**src/rtl/enc_pkg.sv**
```systemverilog
// Shared types and helpers for the sequential priority encoder.
package enc_pkg;

    // Controller state: IDLE accepts a new vector, BUSY serves its bits.
    typedef enum logic [0:0] {
        IDLE = 1'b0,
        BUSY = 1'b1
    } state_e;

    // Ceiling log2, usable in constant (parameter) expressions.
    function automatic int unsigned clog2(input int unsigned value);
        int unsigned result;
        result = 0;
        while ((32'd1 << result) < value) begin
            result = result + 1;
        end
        return result;
    endfunction

endpackage

```
**src/rtl/prio_enc.sv**
```systemverilog
// Combinational priority encoder over the pending vector: picks the lowest
// (or highest, with MSB_FIRST) set bit and flags when only one bit remains.
module prio_enc
    import enc_pkg::*;
#(
    parameter int unsigned N         = 8,
    parameter bit          MSB_FIRST = 1'b0,
    localparam int unsigned W        = clog2(N)
) (
    input  logic [N-1:0] pend,
    output logic [W-1:0] idx,
    output logic [N-1:0] onehot,
    output logic         single
);

    // Scan order makes the last match win: ascending scan keeps the highest
    // set bit, descending scan keeps the lowest.
    always_comb begin
        idx = '0;
        if (MSB_FIRST) begin
            for (int i = 0; i < N; i++) begin
                if (pend[i]) begin
                    idx = W'(i);
                end
            end
        end else begin
            for (int i = N - 1; i >= 0; i--) begin
                if (pend[i]) begin
                    idx = W'(i);
                end
            end
        end
    end

    // Decode and single-bit detection; all zero when nothing is pending.
    always_comb begin
        onehot = (pend != '0) ? (N'(1) << idx) : '0;
        single = (pend != '0) && ((pend & (pend - N'(1))) == '0);
    end

endmodule

```
**src/rtl/seq_priority_encoder.sv**
```systemverilog
// Sequential priority encoder: accepts a request vector, then emits one
// valid/ready beat per set bit in priority order, tagging the final beat.
module seq_priority_encoder
    import enc_pkg::*;
#(
    parameter int unsigned N         = 8,
    parameter bit          MSB_FIRST = 1'b0,
    localparam int unsigned W        = clog2(N)
) (
    input  logic         clk,
    input  logic         rst,
    input  logic         req_valid,
    output logic         req_ready,
    input  logic [N-1:0] req_vec,
    output logic         out_valid,
    input  logic         out_ready,
    output logic [W-1:0] out_idx,
    output logic [N-1:0] out_onehot,
    output logic         out_last,
    output logic [W:0]   out_seq
);

    state_e         state_q, state_d;
    logic [N-1:0]   pend_q, pend_d;
    logic [W:0]     seq_q, seq_d;

    logic [W-1:0]   enc_idx;
    logic [N-1:0]   enc_onehot;
    logic           enc_single;

    prio_enc #(
        .N         (N),
        .MSB_FIRST (MSB_FIRST)
    ) u_prio_enc (
        .pend   (pend_q),
        .idx    (enc_idx),
        .onehot (enc_onehot),
        .single (enc_single)
    );

    // State, pending bits and beat counter; reset drops any partial vector.
    always_ff @(posedge clk or posedge rst) begin
        if (rst) begin
            state_q <= IDLE;
            pend_q  <= '0;
            seq_q   <= '0;
        end else begin
            state_q <= state_d;
            pend_q  <= pend_d;
            seq_q   <= seq_d;
        end
    end

    // Next state: load on a nonzero accept, retire one bit per handshake.
    always_comb begin
        state_d = state_q;
        pend_d  = pend_q;
        seq_d   = seq_q;
        unique case (state_q)
            IDLE: begin
                // A zero vector is accepted and dropped without any beat.
                if (req_valid && (req_vec != '0)) begin
                    pend_d  = req_vec;
                    seq_d   = '0;
                    state_d = BUSY;
                end
            end
            BUSY: begin
                // req_valid/req_vec are ignored here; one vector at a time.
                if (out_ready) begin
                    pend_d = pend_q & ~enc_onehot;
                    seq_d  = seq_q + {{W{1'b0}}, 1'b1};
                    if (enc_single) begin
                        state_d = IDLE;
                    end
                end
            end
            default: begin
                state_d = IDLE;
            end
        endcase
    end

    // Outputs decode registered state only, so no input reaches an output.
    always_comb begin
        req_ready  = (state_q == IDLE);
        out_valid  = (state_q == BUSY);
        out_idx    = (state_q == BUSY) ? enc_idx : '0;
        out_onehot = (state_q == BUSY) ? enc_onehot : '0;
        out_last   = (state_q == BUSY) && enc_single;
        out_seq    = seq_q;
    end

endmodule

```
**config.mk**
```make
export PLATFORM = sky130hd
export DESIGN_NAME = seq_priority_encoder
export DESIGN_NICKNAME = d
export VERILOG_FILES = /design/src/rtl/enc_pkg.sv /design/src/rtl/prio_enc.sv /design/src/rtl/seq_priority_encoder.sv
export SDC_FILE = /design/constraint.sdc
export NUM_CORES = 1
export LEC_CHECK = 0
export CAP_MARGIN = 20
export CORE_MARGIN = 4
export CORE_UTILIZATION = 35
export DETAILED_ROUTE_END_ITERATION = 16
export PLACE_DENSITY_LB_ADDON = 0.15
export SYNTH_ARGS = -nofsm -noshare
export SYNTH_HDL_FRONTEND = slang
export SYNTH_SLANG_ARGS = --single-unit
```
**constraint.sdc**
```tcl
create_clock -name clk -period 3 [get_ports clk]
set_input_delay 0.6 -clock clk [delete_from_list [all_inputs] [get_ports clk]]
set_output_delay 0.6 -clock clk [all_outputs]
set_load 0.1 [all_outputs]
```
* Yosys cells after proc, flatten, opt, wreduce, memory -nomap -nowiden
Index checks and enable logic that the tools add are counted.
** Cells by class
- Add/sub/neg operators :: 2
- Equal/unequal tests :: 2
- Shift-type cells :: 1
- Mux-type cells :: 21
- Bitwise operators :: 4
- Reduce and logical (&&, ||, !) cells :: 7
** Operators with widths (count)
- two-way mux 8 bit :: 4
- two-way mux 3 bit :: 9
- bitwise AND 8 bit :: 2
- case mux 8 bit (2 select lines) :: 1
- nonzero test 8 bit :: 2
- zero test 8 bit :: 1
- two-way mux 4 bit :: 2
- inverter 8 bit :: 1
- case mux 4 bit (2 select lines) :: 1
- left shift 1 x 3 -> 8 bit, first input constant :: 1
- subtractor 8 x 1 -> 8 bit, second input constant :: 1
- adder 4 x 1 -> 4 bit, second input constant :: 1
- logical AND 1 bit :: 3
- two-way mux 1 bit :: 3
- inequality test 2 x 1 -> 1 bit, second input constant :: 1
- inequality test 2 bit, second input constant :: 1
- case mux 1 bit (2 select lines) :: 1
- AND reduction 2 bit :: 1
- inverter 1 bit :: 1
** Word-level totals
- Flip-flop bits (word level) :: 13
- Bits of input ports :: 12
- Output and inout bits :: 18
- Logic and storage cells :: 40

* Longest topological paths before layout
- Depth after elaboration :: 14
- Gate-level depth with buffers :: 5
- Mapped depth without buffers :: 5

* Modules after synthesis
Synthesis repeated with hierarchy kept, for this count alone.
** Second synthesis, totals
- Cells, all modules :: 115
- Area total of the unflattened synthesis :: 997.2 um2
** Modules (own cells, without submodules)
- seq_priority_encoder :: times used 1, cells an instance 79, area an instance 783.3 um2, seq. area each 325.3 um2
- prio_enc :: times used 1, cells an instance 36, area an instance 214.0 um2, seq. area each 0.0 um2

* Worst setup path before layout
No wires, ideal clock.
- Kind :: register to output
- Start :: reg state_q, in the netlist out_valid
- End :: out out_idx[0]
- Arrival time :: 4.007 ns
- Data required time :: 2.400 ns
- Path slack :: -1.607 ns
- Stages on the path, launching flop included :: 3
- Path buffers :: 0
- Cell sequence :: dfrtp_1 -> inv_1 -> nor3_1
** On the way
- Word-level cells in the longest chain between the ends :: 1
** RTL lines
- start, declared :: RTL line seq_priority_encoder.sv:23 : state_e state_q, state_d;
- start signal, assigned :: RTL line seq_priority_encoder.sv:48 : state_q <= state_d;
- two-way mux 3 bit :: RTL line seq_priority_encoder.sv:88 : out_idx = (state_q == BUSY) ? enc_idx : '0;
- end, declared :: RTL line seq_priority_encoder.sv:17 : output logic [W-1:0] out_idx,
Every way passes these cells.

* Final worst setup path
- Start :: reg pend_q[0]
- End :: out out_onehot[6]
** On the way
- Word-level cells in the longest chain between the ends :: 4
- Elaborated cells between the ends (all ways) :: 5
- Those cells by class :: shift (1); mux (3); reduce/logical (1)
** RTL lines
- start, declared :: RTL line seq_priority_encoder.sv:24 : logic [N-1:0] pend_q, pend_d;
- start signal, assigned :: RTL line seq_priority_encoder.sv:49 : pend_q <= pend_d;
- two-way mux 3 bit :: RTL line prio_enc.sv:28 : if (pend[i]) begin
- left shift 1 x 3 -> 8 bit :: RTL line prio_enc.sv:37 : onehot = (pend != '0) ? (N'(1) << idx) : '0;
- two-way mux 8 bit * :: RTL line prio_enc.sv:37
- two-way mux 8 bit * :: RTL line seq_priority_encoder.sv:89 : out_onehot = (state_q == BUSY) ? enc_onehot : '0;
- end, declared :: RTL line seq_priority_encoder.sv:18 : output logic [N-1:0] out_onehot,
Mark *: on every way between the ends. The rest lies on a longest branch, timed or not.

==> tab_implementation.tex <==
\begin{tabular}{lr}
\hline
Metric & Value \\
\hline
\multicolumn{2}{l}{\textbf{Setup path}} \\
\quad Endpoint required time on the critical path & $\sim$2400 ps \\
\quad Maximum fanout count along the critical path & 5 \\
\quad Worst setup slack for register-to-register paths & 1160 ps \\
\quad Worst reg2reg path startpoint & pend\_q[0]\$\_DFFE\_PP0P\_ \\
\quad Critical Setup Path Class & reg -> out \\
\quad Path depth of the worst reg2reg path & 5 \\
\quad Launching element type of the critical path & flip-flop \\
\quad Terminus of the critical flop-to-flop path & pend\_q[6]\$\_DFFE\_PP0P\_ \\
\quad Kind of end point of the critical path & output port \\
\quad Critical path arrival & 2130 ps \\
\multicolumn{2}{l}{\textbf{Synth}} \\
\quad Register bit count reported by yosys & 13 \\
\quad Cell types with the largest area share after synthesis & sky130\_fd\_sc\_hd\_\_dfrtp\_1 38\%, sky130\_fd\_sc\_hd\_\_nand2\_1 7.5\%, sky130\_fd\_sc\_hd\_\_nor2\_1 5.7\% \\
\quad Post-Synthesis Net Count & 116 \\
\quad Async set-reset flop share out of synthesis & 1.00 \\
\quad Top-area cell type share of the netlist area & 0.381 \\
\quad Synth cell types & 37 \\
\quad Average instance area after synthesis & around 8.3 sq um \\
\quad Share of synthesized area occupied by flip-flops and latches & 0.381 \\
\quad Number of cells produced by synthesis & just over 100 \\
\quad Most frequent cells after synthesis & 17 x sky130\_fd\_sc\_hd\_\_nand2\_1, 13 x sky130\_fd\_sc\_hd\_\_dfrtp\_1, 13 x sky130\_fd\_sc\_hd\_\_nor2\_1 \\
\quad Most used DFF post-synth & sky130\_fd\_sc\_hd\_\_dfrtp\_1 \\
\quad Most area-hungry cell type in the Yosys netlist & sky130\_fd\_sc\_hd\_\_dfrtp\_1 \\
\quad Count of flip-flops with a built-in enable after synthesis & 0 \\
\quad Combined area of all synthesized cells & approximately 850 sq um \\
\quad Synthesis Warnings & 0 \\
\quad Most frequent cell after synthesis & sky130\_fd\_sc\_hd\_\_nand2\_1 \\
\multicolumn{2}{l}{\textbf{CTS}} \\
\quad Worst skew pair latency & 260 ps \\
\quad Number of sinks driven by the clock tree & 13 \\
\quad Total clock buffers created by CTS & 3 \\
\quad Clock tree from TritonCTS & built \\
\quad Maximum root-to-sink buffer count & 2 \\
\quad Master cell of the clock root buffer & sky130\_fd\_sc\_hd\_\_clkbuf\_4 \\
\quad Number of buffers inserted for hold repair after clock tree synthesis & 0 \\
\quad Post-CTS Resized & 0 \\
\quad Register clock-pin slew on the reported worst setup and hold paths & $\sim$70 ps \\
\quad Post-CTS setup-driven buffer insertion count & 0 \\
\quad Clock H-tree levels & 1 \\
\multicolumn{2}{l}{\textbf{Route}} \\
\quad Via Count & about 890 \\
\quad Residual antenna-violating net count after detailed routing & 0 \\
\quad Post-route DRC & 0 \\
\quad Detailed-routing iteration count for the pre-antenna-repair pass & 4 \\
\quad Mean number of vias per cell & $\sim$5.4 \\
\quad Average wire per standard cell & 14.3 um \\
\quad Routed wire length & 2.32 mm \\
\quad Wire length on met2 & between 1 and 1.5 mm \\
\quad Highest metal layer with signal wires & met4 \\
\quad Met3 wire length & between 150 and 200 um \\
\quad M1 WL & 1.01 mm \\
\quad DRT iter0 DRCs & 14 \\
\multicolumn{2}{l}{\textbf{Timing}} \\
\quad Setup repair after global routing missed its margin & false \\
\quad Final WS setup & around 270 ps \\
\quad Number of endpoints failing setup at the final stage & 0 \\
\quad Post-route fraction of the period consumed by the critical path & 0.910 \\
\quad Clock tree skew after final layout & between 2 and 3 ps \\
\quad Transition time at the pin with the least slew margin & 478 ps \\
\quad Highest clock rate & between 300 and 400 MHz \\
\quad Pins over their slew limit & 0 \\
\quad Slew margin rel. & 0.681 \\
\quad Min cycle time layout & 2730 ps \\
\quad Hold violation count in the final report & 0 \\
\multicolumn{2}{l}{\textbf{Cells and area}} \\
\quad Sequential cell area & 329 sq um \\
\quad Fraction of layout instances using a drive strength above 1 & 0.296 \\
\quad Number of fillers in the final layout & between 150 and 200 \\
\quad Layout Utilization & 0.574 \\
\quad Multi-input gate area in the final layout & around 530 sq um \\
\quad Net total in the final layout & around 150 \\
\quad Layout overhead on the synthesized area & 53.0\% \\
\quad Diode count & 0 \\
\multicolumn{2}{l}{\textbf{Floorplan}} \\
\quad Effective utilization at floorplan & 0.375 \\
\quad Io pins & 30 \\
\quad Area enclosed by the die boundary & 0.00330 sq mm \\
\quad Chip Width & roughly 57 um \\
\quad Overall die height & $\sim$57 um \\
\quad Row cnt & 17 \\
\quad Std-Cell Core Area & between 0.002 and 0.0025 sq mm \\
\multicolumn{2}{l}{\textbf{Global routing}} \\
\quad Total congestion overflow after global routing & 0 \\
\quad Number of antenna violations at the first check in global routing & 0 \\
\quad Vias in the first global route & 881 \\
\quad Pin count of the biggest net entering global routing & 14 \\
\quad Total routing usage reported by global routing & 0.152 \\
\quad Global-route wire length before repair & between 3 and 4 mm \\
\multicolumn{2}{l}{\textbf{Placed design}} \\
\quad Dpl ws & approximately 540 ps \\
\quad Port Buffer Count & 29 \\
\quad Half-perimeter wire length after detailed placement & just under 2 mm \\
\quad Routability congestion estimate from global placement & just over 0.8 \\
\multicolumn{2}{l}{\textbf{Status}} \\
\quad Outcome & finished clean \\
\multicolumn{2}{l}{\textbf{Hold path}} \\
\quad Hold Path End & out\_seq[3]\$\_DFFE\_PP0P\_ \\
\quad Worst hold start & out\_seq[3]\$\_DFFE\_PP0P\_ \\
\quad Cell count of the worst hold path & 2 \\
\quad Tightest Hold Check Type & reg -> reg \\
\multicolumn{2}{l}{\textbf{Run}} \\
\quad Max-Cap Viols & 0 \\
\hline
\end{tabular}
==> state kept, by name, indices dropped and copies added (netlist names) <==
name	count
out_valid	1
out_seq	4
pend_q	8
==> through the flow <==
stage          cells  cell area, sq um  setup TNS, ps  hold WS (ps)
2_1_floorplan    103               905           -535           477
6_report         163              1310              0           550
3_5_place_dp     159              1280              0           535
5_1_grt          163              1310              0           591
4_1_cts          163              1310              0           564
3_3_place_gp     159              1280              0           538
==> worst max path at each step <==
stage          cells after the start            end             startpoint  slack, ps
6_report                           5  out_onehot[6]  pend_q[0]$_DFFE_PP0P_        270
2_1_floorplan                      4  out_onehot[5]  pend_q[0]$_DFFE_PP0P_       -150
3_5_place_dp                       5  out_onehot[6]  pend_q[0]$_DFFE_PP0P_        540
4_1_cts                            5  out_onehot[6]  pend_q[0]$_DFFE_PP0P_        270
5_1_grt                            5  out_onehot[6]  pend_q[0]$_DFFE_PP0P_        150
3_3_place_gp                       5  out_onehot[6]  pend_q[0]$_DFFE_PP0P_        640
==> metal layers <==
layer	GRT usage	up-vias
met2	0.265	44
li1	-	436
met1	0.184	402
met4	0.0629	0
met5	0	-
met3	0.0271	6
==> layout make-up <==
class,count,area share
multi-input combinational,80,0.406
timing repair buffer,30,0.270
clock buffer,4,0.0201
sequential,13,0.252
tap,28,0.0268
inverter,8,0.0258
==> critical path: stages (launching register included) <==
cell	delay, ps
sky130_fd_sc_hd__dfrtp_1	470
sky130_fd_sc_hd__nor4_4	480
sky130_fd_sc_hd__a21boi_2	280
sky130_fd_sc_hd__nand2_1	150
sky130_fd_sc_hd__nor3_2	270
sky130_fd_sc_hd__buf_12	210
==> logic make-up (layout without fill, tap and decap cells) <==
group           count (synthesis)  count (layout)  synth area share
fa+ha+maj                       1               1            0.0146
simple gates                   49              49             0.286
mux                             1               1            0.0132
flops                          13              13             0.381
buf+inv                        10              42            0.0483
xor+xnor                        3               3            0.0308
compound gates                 26              26             0.227
==> cell usage in the layout, fill, tap and decap left out, drive strengths merged, types with 2 or more instances in the layout <==
| cell | netlist | routed |
|---|---|---|
| a21oi | 3 | 3 |
| a31oi | 2 | 2 |
| and3 | 3 | 3 |
| buf | 0 | 19 |
| clkbuf | 2 | 4 |
| clkdlybuf4s50 | 0 | 11 |
| dfrtp | 13 | 13 |
| inv | 8 | 7 |
| nand2 | 18 | 18 |
| nand2b | 3 | 3 |
| nand3 | 2 | 2 |
| nor2 | 13 | 13 |
| nor3 | 4 | 4 |
| nor4 | 3 | 3 |
| o21ai | 10 | 10 |
| o31ai | 2 | 2 |
| xor2 | 2 | 2 |
Power is not shown: default switching activity piles up to over one toggle a cycle in this logic, so the estimate is an artifact.
